**config.mk**
```make
export PLATFORM = sky130hd
export DESIGN_NAME = narrow_sat
export DESIGN_NICKNAME = d
export VERILOG_FILES = /design/src/rtl/narrow_sat.sv
export SDC_FILE = /design/constraint.sdc
export NUM_CORES = 1
export LEC_CHECK = 0
export CAP_MARGIN = 20
export CORE_UTILIZATION = 45
export CTS_BUF_LIST = sky130_fd_sc_hd__clkbuf_2 sky130_fd_sc_hd__clkbuf_4 sky130_fd_sc_hd__clkbuf_8
export DETAILED_ROUTE_END_ITERATION = 8
export GPL_TIMING_DRIVEN = 1
export PLACE_DENSITY = 0.76
export RECOVER_POWER = 50
export SYNTH_ARGS = -nofsm -noshare
export SYNTH_HDL_FRONTEND = slang
export SYNTH_SLANG_ARGS = --single-unit
```
**constraint.sdc**
```tcl
create_clock -name clk -period 5.2 [get_ports clk]
set_input_delay 0.78 -clock clk [delete_from_list [all_inputs] [get_ports clk]]
set_output_delay 0.78 -clock clk [all_outputs]
set_load 0.02 [all_outputs]
```
**src/rtl/narrow_sat.sv**
```systemverilog
`default_nettype none
// ---------------------------------------------------------------------------
// narrow_sat : 32-bit to WIDTH-bit narrowing with optional saturation, 2-entry
//              result FIFO and overflow statistics.             Rev 1.0
// ---------------------------------------------------------------------------
module narrow_sat #(
  parameter int WIDTH = 16
) (
  input  logic             clk,
  input  logic             rst_n,
  input  logic             in_valid,
  output logic             in_ready,
  input  logic [31:0]      in_data,
  input  logic             in_sext,
  input  logic             in_sat,
  output logic             out_valid,
  input  logic             out_ready,
  output logic [WIDTH-1:0] out_data,
  output logic             out_ovf,
  input  logic             ovf_clr,
  output logic             ovf_sticky,
  output logic [7:0]       ovf_count
);

  localparam int EW = WIDTH + 1;

  logic [EW-1:0]    head;
  logic [EW-1:0]    tail;
  logic [1:0]       occ;
  logic             sign_ovf;
  logic             uns_ovf;
  logic             ovf;
  logic             push;
  logic             pop;
  logic             ovf_acc;
  logic [WIDTH-1:0] narrowed;
  logic [EW-1:0]    entry;

  always_comb begin
    sign_ovf = in_data[31:WIDTH-1] != {(33-WIDTH){in_data[31]}};
    uns_ovf  = in_data[31:WIDTH] != '0;
    ovf      = in_sext ? sign_ovf : uns_ovf;
    narrowed = in_data[WIDTH-1:0];
    if (ovf && in_sat) begin
      if (!in_sext)
        narrowed = '1;
      else if (in_data[31])
        narrowed = {1'b1, {(WIDTH-1){1'b0}}};
      else
        narrowed = {1'b0, {(WIDTH-1){1'b1}}};
    end
  end

  assign entry     = {ovf, narrowed};
  assign in_ready  = (occ != 2'd2);
  assign out_valid = (occ != 2'd0);
  assign push      = in_valid && in_ready;
  assign pop       = out_valid && out_ready;
  assign ovf_acc   = push && ovf;
  assign out_data  = head[WIDTH-1:0];
  assign out_ovf   = head[WIDTH];

  // head is always the oldest entry; tail only holds data when occ == 2
  always_ff @(posedge clk or negedge rst_n) begin
    if (!rst_n) begin
      occ  <= 2'd0;
      head <= '0;
      tail <= '0;
    end else begin
      case ({push, pop})
        2'b10: begin
          if (occ == 2'd0) head <= entry;
          else             tail <= entry;
          occ <= occ + 2'd1;
        end
        2'b01: begin
          head <= tail;
          occ  <= occ - 2'd1;
        end
        // push is only possible below 2 entries and pop needs one, so occ == 1
        2'b11:   head <= entry;
        default: ;
      endcase
    end
  end

  always_ff @(posedge clk or negedge rst_n) begin
    if (!rst_n) begin
      ovf_sticky <= 1'b0;
      ovf_count  <= 8'd0;
    end else if (ovf_clr) begin
      ovf_sticky <= ovf_acc;
      ovf_count  <= ovf_acc ? 8'd1 : 8'd0;
    end else if (ovf_acc) begin
      ovf_sticky <= 1'b1;
      if (ovf_count != 8'hFF) ovf_count <= ovf_count + 8'd1;
    end
  end

endmodule
`default_nettype wire

```
# Word level (Yosys, flattened, before mapping)
# Cells that the tools add are included.
totals:
  ff_bits: 45
  elab_cells: 43
  out_inout_bits: 28
classes:
  reduce_logical: 14
  mux: 13
  n_addsub: 3
  eq_ne: 7
  bitwise: 1
op_table:
  columns: ["cell", "n"]
  rows:
  - ["17-bit one-hot mux with 3 select lines", 1]
  - ["16-bit 2-to-1 mux", 3]
  - ["8-bit 2-to-1 mux", 3]
  - ["17-bit 2-to-1 mux", 1]
  - ["16-bit != test", 1]
  - ["16-bit nonzero test", 1]
  - ["8-bit by 1-bit adder with 8-bit output (second input constant)", 1]
  - ["8-bit != test (second input constant)", 1]
  - ["2-bit nonzero test", 4]
  - ["2-bit AND reduction", 3]
  - ["2-bit equality test (second input constant)", 2]
  - ["1-bit logical AND", 4]
  - ["1-bit 2-to-1 mux", 4]
  - ["2-bit != test (second input constant)", 2]
  - ["2-bit one-hot mux with 2 select lines", 1]
  - ["3-bit nonzero test", 1]
  - ["2-bit by 1-bit adder with 2-bit output (second input constant)", 1]
  - ["2-bit by 1-bit equality test with 1-bit output (second input constant)", 1]
  - ["2-bit zero test", 1]
  - ["2-bit by 1-bit subtractor with 2-bit output (second input constant)", 1]
  - ["1-bit NOT", 1]

# Longest topological paths before layout
# Gate-level depths: netlist of the first run.
depth:
  word_depth: 6
  depth_mapped: 10
  mapped_depth_nobuf: 9

# Worst setup path before layout of the first run
# Ideal clock, no wire load.
synth_timing:
  path_type: "input to register"
  from: "in in_data[20]"
  to: "reg tail[10]"
  path_slack_ns: 2.366
  n_path_buf: 2
  arrival_ns: 2.708
  required_ns: 5.074
  setup_time_ns: 0.126
  cell_stages: 8
  cell_sequence: "or4_1 or4_1 nor3b_2 or2_1 buf_6 nor3_2 buf_6 a221o_1"
synth_between:
  elab_chain_len: 4
  word_cells_on_any_way: 5
  cone_classes: "eq/ne: 1; mux: 2; reduce/logical: 2"
synth_lines:
  columns: ["element", "line", "source"]
  rows:
  - ["from (decl)", "13", "input logic [31:0] in_data,"]
  - ["16-bit != test or 16-bit nonzero test (tied branches)", "40, 41", null]
  - ["1-bit 2-to-1 mux (*)", "42", "ovf = in_sext ? sign_ovf : uns_ovf;"]
  - ["1-bit logical AND (*)", "44", "if (ovf && in_sat) begin"]
  - ["16-bit 2-to-1 mux (*)", "44", null]
  - ["to (signal assigned)", "73", "else tail <= entry;"]
  - ["to (decl)", "28", "logic [EW-1:0] tail;"]
# Every way passes the cells marked *; elsewhere a longest branch is shown, timed or not.
# A chain may end at the register's enable or synchronous reset.

# Final worst setup path of the first run
layout_timing:
  from: "in in_data[20]"
  to: "reg tail[14]"
# The elaborated chain is that of the path after synthesis.

==> results of run 1 <==
-- flip-flops by register name, summed over array words and instances (netlist names) --
signal      flops
head           17
tail           17
ovf_count       8
occ             2
ovf_sticky      1
-- synth_stat cells (all sizes together) --
library cell | count | area (um2)
ha | 4 | 50.1
nand3 | 4 | 20.0
nor4 | 2 | 18.8
a21oi | 6 | 33.8
or2 | 2 | 12.5
inv | 7 | 26.3
nand3b | 1 | 7.51
clkbuf | 9 | 33.8
mux2i | 1 | 10.0
nand2b | 2 | 12.5
o2111a | 1 | 11.3
a221o | 15 | 150
nor2 | 9 | 36.3
nand2 | 45 | 169
or3 | 6 | 37.5
o31ai | 3 | 22.5
or4 | 5 | 37.5
o22ai | 2 | 12.5
and3 | 1 | 6.26
o41ai | 1 | 8.76
xnor2 | 2 | 17.5
xor2 | 1 | 8.76
dfrtp | 45 | 1130
nor3 | 5 | 41.3
o21ai | 24 | 120
nor3b | 2 | 20.0
nand4 | 3 | 18.8
a211o | 15 | 131
buf | 6 | 56.3
mux2 | 2 | 22.5
nor2b | 3 | 18.8
-- layer usage --
layer	vias up	wire length, um
li1	975	-
met1	973	2510
met2	60	2470
met3	6	334
met4	0	49
met5	-	0
-- final cells by class --
class                   count  area, um2
flip-flops and latches     45       1130
clock inverters             2       38.8
inverters                   7       26.3
clock buffers               6       76.3
repair buffers             69        673
multi-input cells         167       1060
fillers                   418       1740
well taps                  67       83.8
-- report_power, final --
| part | switching [W] | internal [W] |
|---|---|---|
| Combinational | 0.000375 | 0.000340 |
| Clock | 0.000120 | 0.000150 |
| Sequential | 0.0000876 | 0.000501 |
| Total | 0.000583 | 0.000990 |
-- cell families after synthesis --
| group | Yosys count | share of synthesized area, % |
|---|---|---|
| and+or+nand+nor | 90 | 19.9 |
| buffers and inverters | 22 | 5.06 |
| muxes | 3 | 1.42 |
| AOI/OAI and AO/OA | 67 | 21.3 |
| DFF | 45 | 49.0 |
| xor gates and xnor gates | 3 | 1.14 |
| adders and majority gates | 4 | 2.18 |
-- per-stage QoR --
stage | hold WS [ns] | setup slack (ns) | std cells
after floorplan | 0.448 | 2.37 | 234
after global placement | 0.463 | 1.74 | 354
after detailed placement | 0.471 | 1.67 | 354
after CTS | 0.490 | 1.98 | 362
after global routing | 0.515 | 1.89 | 363
final | 0.470 | 2.00 | 363
-- worst paths after layout --
path / start / to / slack [ns] / cells past startpoint
setup reg to reg: occ[0] / tail[14] / 2.63 / 7
hold reg to reg: tail[16] / tail[16] / 0.49 / 2
setup / recovery: in_data[20] / tail[14] / 2.00 / 7
hold / removal: rst_n / occ[1] / 0.47 / 1
min in group clk: tail[16] / tail[16] / 0.49 / 2
max in group asynchronous: rst_n / tail[10] / 2.64 / 2
==> flow_summary.html, run 1 <==
<table>
<tr><th>Metric</th><th>Value</th></tr>
<tr><th colspan="2">Outcome</th></tr>
<tr><td>Run status</td><td>complete, but fails checks</td></tr>
<tr><td>Violations in the final reports</td><td>max-capacitance violations, max-slew violations</td></tr>
<tr><th colspan="2">Finish</th></tr>
<tr><td>Top library cells by usage in the layout, fill and taps aside</td><td>51 x sky130_fd_sc_hd__clkdlybuf4s50_1, 45 x sky130_fd_sc_hd__nand2_1, 45 x sky130_fd_sc_hd__dfrtp_1</td></tr>
<tr><td>Antenna cells</td><td>0</td></tr>
<tr><td>Fraction of final layout cells sized beyond drive strength 1</td><td>6.42%</td></tr>
<tr><td>Leading cell type in the layout, fill and taps excluded</td><td>sky130_fd_sc_hd__clkdlybuf4s50_1</td></tr>
<tr><td>Layout Utilization</td><td>63.9%</td></tr>
<tr><td>Area growth, synth to finish</td><td>34.0%</td></tr>
<tr><td>Final std cell area, no fill</td><td>3080 um2</td></tr>
<tr><td>Final Net Count</td><td>338</td></tr>
<tr><th colspan="2">Floorplanning</th></tr>
<tr><td>Core region area</td><td>4820 um2</td></tr>
<tr><td>Ports</td><td>67</td></tr>
<tr><td>Die span in x</td><td>73.5 um</td></tr>
<tr><td>Initial core utilization</td><td>47.7%</td></tr>
<tr><td>Height of the die</td><td>73.5 um</td></tr>
<tr><td>Die area</td><td>5400 um2</td></tr>
<tr><td>Num rows</td><td>25</td></tr>
<tr><th colspan="2">Timing</th></tr>
<tr><td>Number of hold-slack violations in the final timing report</td><td>0</td></tr>
<tr><td>Worst slew pin tran</td><td>1.81 ns</td></tr>
<tr><td>Final worst path period need</td><td>3.20 ns</td></tr>
<tr><td>Headroom to the max-slew limit</td><td>-20.9%</td></tr>
<tr><td>Post-route fraction of the period consumed by the critical path</td><td>61.6%</td></tr>
<tr><td>Highest attainable clock frequency</td><td>0.312 GHz</td></tr>
<tr><td>Final worst clock skew</td><td>0.00573 ns</td></tr>
<tr><td>Setup repair after global routing missed its margin</td><td>no</td></tr>
<tr><td>Final setup violation count</td><td>0</td></tr>
<tr><td>Total Negative Setup Slacks</td><td>0 ns</td></tr>
<tr><td>Number of slew-limit violations in the final report</td><td>35</td></tr>
<tr><th colspan="2">Power</th></tr>
<tr><td>Worst vdd rail ir drop</td><td>322 uV</td></tr>
<tr><td>Cell Pwr Density</td><td>511 nW/um2</td></tr>
<tr><td>Power consumption</td><td>0.00157 W</td></tr>
<tr><td>Leakage power figure</td><td>1.33 nW</td></tr>
<tr><th colspan="2">Place</th></tr>
<tr><td>Port Buffers</td><td>66</td></tr>
<tr><td>Placed wire-length estimate</td><td>3620 um</td></tr>
<tr><td>Total cell area at the placement stage</td><td>2960 um2</td></tr>
<tr><td>Final GP Congestion</td><td>0.721</td></tr>
<tr><th colspan="2">Synth</th></tr>
<tr><td>Sequential cell area fraction in the yosys report</td><td>49.0%</td></tr>
<tr><td>Count of different cell masters after synthesis</td><td>39</td></tr>
<tr><td>Post-Syn Area per Cell</td><td>9.82 um2</td></tr>
<tr><td>#FFs+latches synth</td><td>45</td></tr>
<tr><td>Synthesized netlist net count</td><td>277</td></tr>
<tr><td>Total of warnings raised by yosys</td><td>0</td></tr>
<tr><td>Cells after Synth</td><td>234</td></tr>
<tr><td>Netlist area before placement</td><td>2300 um2</td></tr>
<tr><th colspan="2">Global routing</th></tr>
<tr><td>Fraction of met3 tracks used by global routing</td><td>5.08%</td></tr>
<tr><td>Number of global-route vias before repair</td><td>1936</td></tr>
<tr><td>Initial antenna violation count</td><td>0</td></tr>
<tr><td>Fraction of met1 tracks used by global routing</td><td>28.3%</td></tr>
<tr><td>GR peak layer</td><td>met2</td></tr>
<tr><td>GRT Overall Usage</td><td>20.9%</td></tr>
<tr><td>Global routing met2 resource utilization</td><td>33.3%</td></tr>
<tr><td>GR Overflow Total</td><td>0</td></tr>
<tr><td>Largest net degree at the start of global routing</td><td>46</td></tr>
<tr><td>Wire length of the first global-routing pass</td><td>8670 um</td></tr>
<tr><th colspan="2">Setup path</th></tr>
<tr><td>Critical path fanouts, max</td><td>15</td></tr>
<tr><td>Worst Path Buf+Inv</td><td>1</td></tr>
<tr><td>Crit path DAT</td><td>3.44 ns</td></tr>
<tr><td>Kind of critical path</td><td>input port to flop</td></tr>
<tr><td>Required time reported for the critical path endpoint</td><td>5.44 ns</td></tr>
<tr><td>Maximum single-stage delay on the critical path</td><td>0.55 ns</td></tr>
<tr><td>Cell type group with the largest total delay on the critical path</td><td>simple AND/OR/NAND/NOR gates</td></tr>
<tr><td>Standard cell with the maximum stage delay on the critical path</td><td>sky130_fd_sc_hd__or4_1</td></tr>
<tr><td>Library cell appearing most often on the critical path</td><td>sky130_fd_sc_hd__or4_1</td></tr>
<tr><td>Setup crit end kind</td><td>flop</td></tr>
<tr><td>Critical Path Start Type</td><td>input port</td></tr>
<tr><td>Sequence of cells on the critical path</td><td>clkdlybuf4s50_1 &gt; or4_1 &gt; or4_1 &gt; nor3b_2 &gt; nor3b_1 &gt; nor2_2 &gt; a221o_1</td></tr>
<tr><th colspan="2">Run</th></tr>
<tr><td>Number of maximum-capacitance violations</td><td>1</td></tr>
<tr><th colspan="2">CTS</th></tr>
<tr><td>Clock tree from TritonCTS</td><td>built</td></tr>
<tr><td>Post-CTS setup-driven buffer insertion count</td><td>0</td></tr>
<tr><td>Clk root buf</td><td>sky130_fd_sc_hd__clkbuf_8</td></tr>
<tr><td>Count of clock tree sinks</td><td>45</td></tr>
<tr><td>Total number of H-tree levels</td><td>2</td></tr>
<tr><td>Number of buffers created by CTS</td><td>5</td></tr>
<tr><td>Insertion delay to the later sink of the worst-skew pair</td><td>0.30 ns</td></tr>
<tr><td>CTS clk-pin slew, worst paths</td><td>0.09 ns</td></tr>
<tr><td>Clock Tree Buf Depth</td><td>2</td></tr>
<tr><td>Hold buffer count at CTS</td><td>0</td></tr>
<tr><td>Number of instances resized during post-cts repair</td><td>0</td></tr>
<tr><th colspan="2">Min path</th></tr>
<tr><td>HP Class</td><td>input port to async pin</td></tr>
<tr><th colspan="2">Routing</th></tr>
<tr><td>Detailed Route Iter0 Violations</td><td>135</td></tr>
<tr><td>Avg Vias per Cell</td><td>5.55</td></tr>
<tr><td>Wire length per cell</td><td>14.8 um</td></tr>
<tr><td>Number of routed nets with antenna violations</td><td>0</td></tr>
<tr><td>Count of unresolved DRC violations after routing</td><td>0</td></tr>
<tr><td>Total number of vias</td><td>2014</td></tr>
<tr><td>Iteration count of the initial detailed-routing pass</td><td>4</td></tr>
<tr><td>Total wire length after detailed routing</td><td>5360 um</td></tr>
</table>
Power figures use the tool's default switching activity.
==> inputs of run 2 (changes only) <==
==> constraint.sdc (replaced) <==
create_clock -name clk -period 3.2 [get_ports clk]
set_input_delay 0.48 -clock clk [delete_from_list [all_inputs] [get_ports clk]]
set_output_delay 0.48 -clock clk [all_outputs]
set_load 0.02 [all_outputs]
==> run 2 against run 1 <==
Net effect: sequential power up 62%; critical path depth up 1; via count up 2.8%; hold slack worse by 0.16 ns; routed wire length up 5.0%; the flow now finishes without violations.
==> flow_summary.html, run 2 (synthesized netlist as in run 1, its figures left out) <==
<table>
<tr><th>Metric</th><th>Value</th></tr>
<tr><th colspan="2">CTS</th></tr>
<tr><td>Count of clock tree sinks</td><td>45 (unchanged)</td></tr>
<tr><td>Clock tree from TritonCTS</td><td>built</td></tr>
<tr><td>Number of instances resized during post-cts repair</td><td>0 (unchanged)</td></tr>
<tr><td>Post-CTS setup-driven buffer insertion count</td><td>0 (unchanged)</td></tr>
<tr><td>Hold buffer count at CTS</td><td>0 (unchanged)</td></tr>
<tr><td>Clk root buf</td><td>sky130_fd_sc_hd__clkbuf_8</td></tr>
<tr><td>CTS clk-pin slew, worst paths</td><td>0.09 ns (about the same)</td></tr>
<tr><td>Clock Tree Buf Depth</td><td>2 (unchanged)</td></tr>
<tr><td>Insertion delay to the later sink of the worst-skew pair</td><td>0.31 ns (about the same)</td></tr>
<tr><td>Total number of H-tree levels</td><td>2 (unchanged)</td></tr>
<tr><td>Number of buffers created by CTS</td><td>5 (unchanged)</td></tr>
<tr><th colspan="2">Timing</th></tr>
<tr><td>Highest attainable clock frequency</td><td>0.356 GHz</td></tr>
<tr><td>Final worst path period need</td><td>2.81 ns</td></tr>
<tr><td>Post-route fraction of the period consumed by the critical path</td><td>87.8%</td></tr>
<tr><td>Final setup violation count</td><td>0 (unchanged)</td></tr>
<tr><td>Worst slew pin tran</td><td>1.48 ns (-0.335 ns)</td></tr>
<tr><td>Number of hold-slack violations in the final timing report</td><td>0 (unchanged)</td></tr>
<tr><td>Smallest hold slack</td><td>0.308 ns (-0.162 ns)</td></tr>
<tr><td>Number of slew-limit violations in the final report</td><td>0 (-100%)</td></tr>
<tr><td>Headroom to the max-slew limit</td><td>1.48% (+22 points)</td></tr>
<tr><td>Total Negative Setup Slacks</td><td>0 ns (unchanged)</td></tr>
<tr><td>Setup repair after global routing missed its margin</td><td>no</td></tr>
<tr><td>Final worst clock skew</td><td>0.00918 ns (+0.00346 ns)</td></tr>
<tr><th colspan="2">Finish</th></tr>
<tr><td>Seq. cell area</td><td>1130 um2 (unchanged)</td></tr>
<tr><td>Area growth, synth to finish</td><td>37.1%</td></tr>
<tr><td>Fraction of final layout cells sized beyond drive strength 1</td><td>9.18% (+2.8 points)</td></tr>
<tr><td>Leading cell type in the layout, fill and taps excluded</td><td>sky130_fd_sc_hd__clkdlybuf4s50_1</td></tr>
<tr><td>Footprint of the multi-input gates</td><td>1060 um2 (unchanged)</td></tr>
<tr><td>Fill cells</td><td>441 (+5.5%)</td></tr>
<tr><td>Top library cells by usage in the layout, fill and taps aside</td><td>51 x sky130_fd_sc_hd__clkdlybuf4s50_1, 45 x sky130_fd_sc_hd__nand2_1, 45 x sky130_fd_sc_hd__dfrtp_1</td></tr>
<tr><td>Final Net Count</td><td>347 (+2.7%)</td></tr>
<tr><td>Fin cells</td><td>372 (+2.5%)</td></tr>
<tr><td>Largest registers</td><td>head: 17 flops, tail: 17 flops, ovf_count: 8 flops</td></tr>
<tr><td>Antenna cells</td><td>0 (unchanged)</td></tr>
<tr><th colspan="2">Setup path</th></tr>
<tr><td>Setup crit end kind</td><td>flop</td></tr>
<tr><td>Maximum single-stage delay on the critical path</td><td>0.56 ns (about the same)</td></tr>
<tr><td>Critical path fanouts, max</td><td>15 (unchanged)</td></tr>
<tr><td>Library cell appearing most often on the critical path</td><td>sky130_fd_sc_hd__or4_1</td></tr>
<tr><td>Critical Path Start Type</td><td>input port</td></tr>
<tr><td>Launch point of the worst path</td><td>in_data[20]</td></tr>
<tr><td>Crit path DAT</td><td>3.00 ns (-0.44 ns)</td></tr>
<tr><td>Critical R2R Launch</td><td>ovf_count[0]</td></tr>
<tr><td>Standard cell with the maximum stage delay on the critical path</td><td>sky130_fd_sc_hd__or4_1</td></tr>
<tr><td>Required time reported for the critical path endpoint</td><td>3.39 ns (-2.05 ns)</td></tr>
<tr><td>Worst Path Buf+Inv</td><td>2 (+1)</td></tr>
<tr><td>Sequence of cells on the critical path</td><td>clkdlybuf4s50_1 &gt; or4_1 &gt; or4_1 &gt; nor3b_2 &gt; or2_1 &gt; nor4_2 &gt; buf_4 &gt; a211o_1</td></tr>
<tr><td>Cell type group with the largest total delay on the critical path</td><td>simple AND/OR/NAND/NOR gates</td></tr>
<tr><td>Kind of critical path</td><td>input port to flop</td></tr>
<tr><th colspan="2">Routing</th></tr>
<tr><td>Met2 Routed Length</td><td>2690 um (+8.8%)</td></tr>
<tr><td>Highest metal layer used by the detailed router</td><td>met4</td></tr>
<tr><td>Met3 Routed Length</td><td>324 um (-3.0%)</td></tr>
<tr><td>Met1 Wirelength</td><td>2580 um (+2.9%)</td></tr>
<tr><td>Total number of vias</td><td>2071 (+2.8%)</td></tr>
<tr><td>Count of unresolved DRC violations after routing</td><td>0 (unchanged)</td></tr>
<tr><td>Iteration count of the initial detailed-routing pass</td><td>4 (unchanged)</td></tr>
<tr><td>Wire length per cell</td><td>15.1 um (+2.5%)</td></tr>
<tr><td>Total wire length after detailed routing</td><td>5630 um (+5.0%)</td></tr>
<tr><td>Number of routed nets with antenna violations</td><td>0 (unchanged)</td></tr>
<tr><td>Avg Vias per Cell</td><td>5.57 (+0.34%)</td></tr>
<tr><td>Detailed Route Iter0 Violations</td><td>154 (+14%)</td></tr>
<tr><th colspan="2">Run</th></tr>
<tr><td>Number of maximum-capacitance violations</td><td>0 (-1)</td></tr>
<tr><th colspan="2">Place</th></tr>
<tr><td>Cell count after placement</td><td>363 (+2.5%)</td></tr>
<tr><td>Final GP Congestion</td><td>0.752 (+4.2%)</td></tr>
<tr><td>Placed wire-length estimate</td><td>3880 um (+7.2%)</td></tr>
<tr><td>Port Buffers</td><td>66 (unchanged)</td></tr>
<tr><th colspan="2">Power</th></tr>
<tr><td>Cell Pwr Density</td><td>808 nW/um2 (+58%)</td></tr>
<tr><td>Leakage power figure</td><td>1.37 nW (+3.0%)</td></tr>
<tr><td>Worst vdd rail ir drop</td><td>564 uV (+75%)</td></tr>
<tr><th colspan="2">Global routing</th></tr>
<tr><td>Wire length of the first global-routing pass</td><td>9000 um (+3.9%)</td></tr>
<tr><td>Number of global-route vias before repair</td><td>1918 (-0.93%)</td></tr>
<tr><td>Largest net degree at the start of global routing</td><td>46 (unchanged)</td></tr>
<tr><td>GR Overflow Total</td><td>0 (unchanged)</td></tr>
<tr><td>GRT Overall Usage</td><td>21.9% (+1.0 points)</td></tr>
<tr><td>Initial antenna violation count</td><td>0 (unchanged)</td></tr>
<tr><th colspan="2">Floorplanning</th></tr>
<tr><td>Die area</td><td>5400 um2 (unchanged)</td></tr>
<tr><td>Die span in x</td><td>73.5 um (unchanged)</td></tr>
<tr><td>Num rows</td><td>25 (unchanged)</td></tr>
<tr><td>Core region area</td><td>4820 um2 (unchanged)</td></tr>
<tr><td>Ports</td><td>67 (unchanged)</td></tr>
<tr><td>Initial core utilization</td><td>47.7% (unchanged)</td></tr>
<tr><td>Height of the die</td><td>73.5 um (unchanged)</td></tr>
<tr><th colspan="2">Min path</th></tr>
<tr><td>HP Class</td><td>input port to async pin</td></tr>
<tr><th colspan="2">Outcome</th></tr>
<tr><td>Run status</td><td>completed</td></tr>
</table>
==> run 2: cell types whose count changed in the layout (fill, tap and decap cells not counted), sizes merged <==
cell,change
bufinv,-1
clkinv,-1
clkbuf,-1
buf,+9
clkinvlp,+1
inv,+2
==> run 2: per-layer routing <==
layer | vias up | GRT usage, %
met4 | 0 | 5.77
li1 | 997 | -
met1 | 1014 | 30.4
met5 | - | 0
met2 | 56 | 34.6
met3 | 4 | 5.35
==> run 2: report_power, final <==
| part | internal [W] | switching (W) |
|---|---|---|
| Combinational | 0.000594 | 0.000627 |
| Sequential | 0.000814 | 0.000142 |
| Clock | 0.000159 | 0.000213 |
==> run 2: metrics by stage <==
stage	setup WS, ns	total power [W]	util, %	area (um2)
5_1_grt	0.277	0.00272	65.4	3150
6_report	0.392	0.00255	65.4	3150
3_3_place_gp	0.115	0.00218	63.4	3060
3_5_place_dp	0.0801	0.00222	63.4	3060
2_1_floorplan	0.666	0.00170	-	2300
4_1_cts	0.389	0.00260	65.4	3150
==> run 2: final timing paths <==
path                                 to  depth (start not counted)  slack [ns]
setup / recovery               head[11]                          8        0.39
hold / removal                 head[12]                          1        0.31
setup reg to reg           ovf_count[7]                          7        0.95
hold reg to reg                tail[15]                          2        0.49
max in group asynchronous  ovf_count[1]                          2        1.03
min in group clk               tail[15]                          2        0.49
==> run 2: area by class of cell <==
type | instances | share of cell area, %
Timing Repair Buffer | 78 | 24.3
Tap cell | 67 | 2.66
Clock buffer | 5 | 2.18
Sequential cell | 45 | 35.7
Multi-Input combinational cell | 167 | 33.5
Inverter | 7 | 0.834
Clock inverter | 3 | 0.794
